<file path="config.mk">
export PLATFORM = sky130hd
export DESIGN_NAME = branch_ext
export DESIGN_NICKNAME = d
export VERILOG_FILES = /design/src/rtl/branch_ext.sv
export SDC_FILE = /design/constraint.sdc
export NUM_CORES = 1
export LEC_CHECK = 0
export CAP_MARGIN = 0
export CORE_MARGIN = 1.5
export CORE_UTILIZATION = 45
export CTS_BUF_LIST = sky130_fd_sc_hd__clkbuf_8
export DETAILED_ROUTE_END_ITERATION = 16
export PLACE_DENSITY = 0.81
export SLEW_MARGIN = 10
export SYNTH_ARGS = -nofsm -noshare
export SYNTH_HDL_FRONTEND = slang
export SYNTH_SLANG_ARGS = --single-unit
</file>
<file path="constraint.sdc">
create_clock -name clk -period 1.19 [get_ports clk]
set_input_delay 0.1785 -clock clk [delete_from_list [all_inputs] [get_ports clk]]
set_output_delay 0.1785 -clock clk [all_outputs]
set_load 0.02 [all_outputs]
</file>
<file path="src/rtl/branch_ext.sv">
// ARM B/BL offset extender and registered branch target.
// Offset path is combinational; target is captured on ld.
module branch_ext #(
  parameter logic [31:0] PC_AHEAD = 32'd8
) (
  input  logic        clk,
  input  logic        reset,
  input  logic [23:0] ofst,
  output logic [31:0] out,
  input  logic [31:0] pc,
  input  logic        ld,
  output logic [31:0] target,
  output logic        target_vld
);

  // word offset -> sign-extended byte offset
  assign out = {{6{ofst[23]}}, ofst, 2'b00};

  always_ff @(posedge clk or posedge reset) begin
    if (reset) begin
      target     <= 32'h0;
      target_vld <= 1'b0;
    end else if (ld) begin
      target     <= pc + PC_AHEAD + out;
      target_vld <= 1'b1;
    end
  end

endmodule

</file>
* Word-level counts from Yosys, hierarchy flattened
Index checks and enable logic that the tools add are counted.
Storage, ports and cells: bits in registers 33, input port bits 59, output and inout bits 65, word-level logic and storage cells 4
Operators by class: add/sub/neg operators 2
Operators with widths (count):
- 32-bit adder | 1
- 32-bit by 4-bit adder with 32-bit output, second input constant | 1

* Longest topological paths before layout
Gate-level depths: netlist (run 1).
depth after elaboration 2, depth in mapped cells 12, mapped depth without buffers 12

* Least setup slack after synthesis (run 1)
No wires, ideal clock.
kind input port to flip-flop, start point in ofst[1], end point reg target[29], library setup time 84 ps, arrival time 2427 ps, data required time 1106 ps, setup slack -1321 ps, stages on the path 12, path buffers 0, cells stage by stage inv_1 ha_1 inv_1 ha_1 fa_1 a21oi_1 o221ai_2 a31oi_4 o21a_1 o41ai_2 a211o_1 a41oi_2
On the way: word-level cells in the longest chain between the ends 1
RTL lines:
- start: declaration | line 8 | input logic [23:0] ofst,
- 32-bit adder | line 24 | target <= pc + PC_AHEAD + out;
- end signal: assignment | line 24
- end: declaration | line 12 | output logic [31:0] target,
No other way between the ends. A chain may end at the register's enable or synchronous reset.

* Worst setup path in the final report (run 1)
start point in ofst[6], end point reg target[21]
The elaborated chain is that of the path after synthesis.

==> results.json, run 1 <==
{
  "rsz0062_at_grt": "true",
  "hold_viol": 0,
  "synth_area_leaders": "dfrtp_1, ha_1, mux2_2",
  "drc": 0,
  "avgSynthCellArea_um2": 9.307,
  "clkTransAtPathRegs_ps": 90,
  "utilization_pct": 88.92,
  "failed_checks": "setup timing",
  "grt_pass1_vias": 4157,
  "ant_nets": 0,
  "internal_power_w": 0.004151,
  "worst_slack_ps": -1129,
  "grt.busiest_layer": "met2",
  "p_switching_w": 0.003137,
  "first_iter_violations": 322,
  "cp.required_ps": 1390,
  "ys_ff_latch": 33,
  "ys_types": 51,
  "cp_slowest_cell": "mux2_4",
  "grt_util_met1_pct": 34.82,
  "fp.dieH_um": 89.89,
  "area_delta_synth_final_pct": 90.87,
  "ys_warn_count": 0,
  "critPathCaptureType": "register",
  "critical_path_arrival_ps": 2520,
  "cts_buffers": 5,
  "synth.top_cell.area_share_pct": 24.31,
  "max_cap_violations": 0,
  "seqPwrFrac_pct": 22.7,
  "clk_path_buf_depth": 2,
  "p_per_area_nw_per_um2": 1124,
  "clockRootBuffer": "clkbuf_8",
  "pin_count": 124,
  "start_util_pct": 46.59,
  "cts.sinks": 33,
  "fin_crit_ps": 2319,
  "clock_latency_ps": 300,
  "use_met3_pct": 8.291,
  "async_flop_share_pct": 100.0,
  "synth_edf_count": 0,
  "synth_area_leader_cell": "dfrtp_1",
  "gp_congestion": 0.8822,
  "drive_gt1_share_pct": 57.37,
  "p_leak_nw": 2.781,
  "routed_wirelength_um": 16140,
  "setup_viol": 30,
  "grt_pass1_wl_um": 21270,
  "hold_class": "input port to asynchronous set/reset pin",
  "htreeDepth": 2,
  "wl_per_cell_um": 24.37,
  "fin_skew_ps": 0,
  "dr.pass1.iters": 6,
  "critical_path.max_fanout": 4,
  "p_comb_share_pct": 65.1,
  "finalInstanceArea_um2": 6484,
  "vias": 4132,
  "syn-cell-area_um2": 3397,
  "die_x_um": 89.89,
  "tritoncts": "built",
  "nNetsFinal": 679,
  "antenna_found_initial": 0,
  "grtUsageTotal_pct": 32.97,
  "fp.coreArea_um2": 7292,
  "design.die.area_um2": 8079,
  "placed_area_um2": 5288,
  "io_buffers": 121,
  "synth_cells": 365,
  "max-vdd-ir-drop_mv": 1.000,
  "dp_hpwl_um": 7997,
  "synth_seq_area_share_pct": 24.31,
  "ys.flop_type": "dfrtp_1",
  "path_cells": "dlygate4sd2_1 > ha_4 > ha_4 > inv_2 > buf_4 > o221ai_4 > a31oi_4 > buf_4 > buf_6 > o41ai_2 > xor2_1 > mux2_4",
  "grt_max_degree": 34,
  "rows": 31,
  "via_per_inst": 6.242,
  "n_antenna_cell": 0,
  "cp_slowest_stage_delay_ps": 290,
  "timing.fmax_ghz": 0.4313,
  "gr-total-overflow": 0,
  "met2_usage_pct": 61.64,
  "critPathKind": "input port to register",
  "status": "finished, violations left",
  "fin_crit_sh_pct": 194.8,
  "p_clk_share_pct": 12.2,
  "swShare_pct": 43.04,
  "place_inst": 627,
  "worstSetupStartpointType": "input port",
  "stdcell_count": 662,
  "slew_violations": 0
}
==> power by group through the flow <==
stage / clock network, W / registers (W) / logic, W
floorplan: 0 / 0.00197 / 0.00163
global placement: 0 / 0.00161 / 0.00355
detailed placement: 0 / 0.00163 / 0.00365
CTS: 0.000837 / 0.00161 / 0.00409
global route: 0.000918 / 0.00167 / 0.00491
finish: 0.000886 / 0.00166 / 0.00474
==> cells in the mapped netlist, types with 6 or more instances <==
| cell type | count |
|---|---|
| nand3_1 | 11 |
| inv_1 | 12 |
| dfrtp_1 | 33 |
| nand2_1 | 26 |
| o21ai_0 | 10 |
| mux2_2 | 24 |
| ha_1 | 57 |
| nor2_1 | 19 |
| a21oi_1 | 31 |
| buf_4 | 33 |
| nand4_1 | 8 |
| xnor2_1 | 17 |
| clkbuf_1 | 7 |
| xor2_1 | 6 |
| a21o_1 | 9 |
==> cell type report <==
type | count | area [um2]
Multi-Input combinational cell | 276 | 3412
Timing Repair Buffer | 233 | 1976
Sequential cell | 33 | 825.8
Fill cell | 287 | 808.3
Tap cell | 99 | 123.9
Clock buffer | 5 | 68.82
Inverter | 13 | 63.81
Clock inverter | 3 | 13.76
==> registers in the layout, summed over array words and instances, names as in the netlist <==
register    cells
target         32
target_vld      1
==> metal layers <==
| metal | part of all wire [%] | wire length, um |
|---|---|---|
| met5 | 0 | 0 |
| met4 | 6.8 | 1093 |
| met1 | 34 | 5508 |
| met3 | 8.7 | 1404 |
| met2 | 50 | 8130 |
==> worst paths after layout <==
path,start,endpoint,slack (ps),cells past startpoint
max in group asynchronous,reset,target[17]$_DFFE_PP0P_,780,3
worst min-delay path,reset,target[11]$_DFFE_PP0P_,210,3
worst max register to register,target[27]$_DFFE_PP0P_,target[27]$_DFFE_PP0P_,290,2
worst max-delay path,ofst[6],target[21]$_DFFE_PP0P_,-1130,12
min in group clk,pc[2],target[2]$_DFFE_PP0P_,360,3
worst min register to register,target_vld$_DFFE_PP0P_,target_vld$_DFFE_PP0P_,500,1
==> critical path: cells and delay by family <==
| kind | cells | cell delay, ps |
|---|---|---|
| buffers and inverters | 5 | 750 |
| AO/OA/AOI/OAI | 3 | 630 |
| adder cells (fa/ha/maj) | 2 | 520 |
| multiplexers | 1 | 290 |
| XOR/XNOR | 1 | 140 |
==> cell families (layout without fill, tap and decap cells) <==
group	count (synthesis)	in the layout	share of synthesized area [%]
fa+ha+maj	58	58	21.58
simple gates	79	79	10.98
compound gates	90	90	19.12
buf+inv	57	254	10.02
mux	24	24	7.956
xor+xnor	23	23	5.930
flops	33	33	24.31
other cells	1	2	0.1104
==> placed cells by master (no fill, tap or decap), types with 3 or more instances in the layout <==
master,n
clkdlybuf4s15_2,3
inv_2,3
dlygate4sd2_1,47
nand4_1,8
clkdlybuf4s15_1,22
nand2_4,5
buf_6,29
a21oi_2,17
nor2_2,4
mux2_4,11
a21oi_1,9
o21ai_2,4
o21a_1,3
xor2_1,5
buf_4,90
clkbuf_2,22
dfrtp_1,33
inv_1,7
o211ai_1,4
nand3_1,9
a21oi_4,5
ha_4,55
clkbuf_8,5
a21o_1,8
nand2_1,18
o21ai_1,3
nand2_2,3
xnor2_1,15
mux2_2,13
clkdlybuf4s50_1,13
nor2_1,14
buf_2,4
==> metrics by stage <==
step	setup TNS, ps	worst slack [ps]	total power (W)	hold slack, ps
after floorplan	-22130	-1078	0.003608	307.4
after global placement	-51250	-1781	0.005159	459.1
after detailed placement	-53640	-1848	0.005286	476.7
after CTS	-21310	-1040	0.006537	228.1
after global routing	-25780	-1196	0.007497	247.8
final	-24240	-1129	0.007287	211.5
==> repair_timing <==
item | 4_1_cts | 5_1_grt
gates cloned | 0 | 0
setup buffers | 13 | 17
hold buffers | 0 | 0
setup endpoints to repair | 92 | 56
resized for setup | 294 | 113
pin swaps | 90 | 32
No activity file was read; power rests on OpenSTA's default activity.
==> run 2: changes to the inputs <==
Clock period 1.19 ns to 2.35 ns, I/O delays scaled along.
==> run 2 against run 1 <==
The flow still finishes with violations (setup timing). Sequential share of layout area hardly changed. Largest power group unchanged. Critical path depth down 3. Sequential cell count is the same. Clock power is 33% lower. Clock skew did not move. Cell count down 1.5%. Hold slack better by 170 ps. Highest routed layer unchanged. Non-clock buffer count shrank 10. Critical path type unchanged. Setup slack improved by 580 ps. Global-route usage is 1.1 points higher. Cell area fell by 0.23%.
==> results.json, run 2 (same netlist as run 1, synthesis figures left out) <==
{
  "status": "finished, violations left",
  "antenna_found_initial": 0,
  "htreeDepth": 2,
  "start_util_pct": 46.59,
  "placed_area_um2": 5235,
  "tns_ps": -1582,
  "place_inst": 627,
  "tritoncts": "built",
  "critPathCaptureType": "register",
  "cts.hold.buffers_added": 0,
  "largest-register": "target",
  "grtUsageTotal_pct": 34.04,
  "slew_violations": 0,
  "fin_crit_ps": 2896,
  "clk_path_buf_depth": 2,
  "finalInstanceArea_um2": 6469,
  "timing.fmax_ghz": 0.3453,
  "rsz0062_at_grt": "true",
  "gp_congestion": 0.8904,
  "critPathKind": "input port to register",
  "worst_slew_pin_slew_ps": 1165,
  "critical_path_arrival_ps": 2930,
  "via_per_inst": 6.198,
  "worst_slack_ps": -546.1,
  "wl_per_cell_um": 24.71,
  "max-vdd-ir-drop_mv": 0.6028,
  "grt_pass1_wl_um": 21800,
  "clockRootBuffer": "clkbuf_8",
  "vias": 4041,
  "fp.coreArea_um2": 7292,
  "largest_reg_flops": 32,
  "cts.sinks": 33,
  "critical_path.max_fanout": 4,
  "failed_checks": "setup timing",
  "mostFrequentLayoutCell": "buf_4",
  "pin_count": 124,
  "cp.required_ps": 2380,
  "clkTransAtPathRegs_ps": 90,
  "gr-total-overflow": 0,
  "dr.pass1.iters": 6,
  "p_leak_nw": 2.735,
  "fin_crit_sh_pct": 123.2,
  "hold_class": "input port to asynchronous set/reset pin",
  "stdcell_count": 652,
  "rows": 31,
  "max_cap_violations": 0,
  "final_cell_mix": "buf_4, clkdlybuf4s50_1, ha_4",
  "ant_nets": 0,
  "grt_pass1_vias": 4316,
  "p_per_area_nw_per_um2": 601.0,
  "relSlewSlack_pct": 21.33,
  "drive_gt1_share_pct": 50.81,
  "routed_wirelength_um": 16110,
  "fin_skew_ps": 0,
  "die_x_um": 89.89,
  "setup_viol": 15,
  "area_delta_synth_final_pct": 90.42,
  "grt_max_degree": 23,
  "total_power_w": 0.003888,
  "rrSetupSlack_ps": 870,
  "design.die.area_um2": 8079,
  "hold_viol": 0,
  "io_buffers": 121,
  "n_antenna_cell": 0,
  "cts_buffers": 5,
  "nNetsFinal": 669,
  "fp.dieH_um": 89.89,
  "drc": 0,
  "first_iter_violations": 374,
  "largestRegisters": "target: 32 flops, target_vld: 1 flops",
  "clock_latency_ps": 300,
  "worstSetupStartpointType": "input port",
  "fin_hold_ws_ps": 386.1,
  "dp_hpwl_um": 7957
}
run 2: cell types whose count changed in the layout (fill, tap and decap cells not counted), sizes merged:
| cell | previous run | this run |
|---|---|---|
| buf | 125 | 114 |
| bufinv | 0 | 1 |
| clkbuf | 27 | 14 |
| clkdlybuf4s15 | 25 | 5 |
| clkdlybuf4s50 | 13 | 70 |
| clkinv | 3 | 1 |
| clkinvlp | 0 | 1 |
| dlygate4sd2 | 47 | 15 |
| dlymetal6s2s | 1 | 11 |
| inv | 13 | 12 |
run 2: layout make-up:
type / count / area, um2
multi-input combinational: 276 / 3323
timing repair buffer: 223 / 2009
sequential: 33 / 825.8
fill: 272 / 823.3
tap: 99 / 123.9
clock buffer: 6 / 82.58
inverter: 13 / 66.31
clock inverter: 2 / 37.54
run 2: final timing paths:
check	cells past startpoint	startpoint	end
worst min register to register	1	target_vld$_DFFE_PP0P_	target_vld$_DFFE_PP0P_
min in group clk	1	target_vld$_DFFE_PP0P_	target_vld$_DFFE_PP0P_
worst max-delay path	9	ofst[18]	target[23]$_DFFE_PP0P_
max in group asynchronous	3	reset	target[16]$_DFFE_PP0P_
worst min-delay path	2	reset	target[1]$_DFFE_PP0P_
worst max register to register	2	target[23]$_DFFE_PP0P_	target[23]$_DFFE_PP0P_
run 2: critical path, cell delays in order:
cell and delay, ps:
dlygate4sd2_1 280, ha_4 300, ha_4 230, a21o_4 240, a21o_1 270, a21oi_1 440, nor3_1 140, a21oi_1 240
o311ai_0 440
run 2: metal layers:
metal	track usage, %	wire (um)
met5	0	0
met4	21.30	1459
met3	8.460	1351
met2	61.45	7885
met1	35.16	5412
run 2: timing repair:
item / in CTS / in global routing
hold endpoints to repair: 0 / 0
resized for setup: 182 / 91
pin swaps: 72 / 56
endpoints found under the setup margin: 24 / 20
setup buffers: 9 / 9
run 2: power breakdown:
part	total (W)	switching [W]	internal, W	leakage [nW]
clock	0.000596	0.000251	0.000345	0.0574
sequential	0.000838	0.000116	0.000722	0.384
combinational	0.00245	0.00120	0.00125	2.29
run 2: metrics by stage:
stage,worst slack (ps),util [%]
3_5_place_dp,-869.6,71.79
4_1_cts,-38.92,83.67
6_report,-546.1,88.71
3_3_place_gp,-759.5,71.79
5_1_grt,-560.7,88.71
2_1_floorplan,-92.03,-
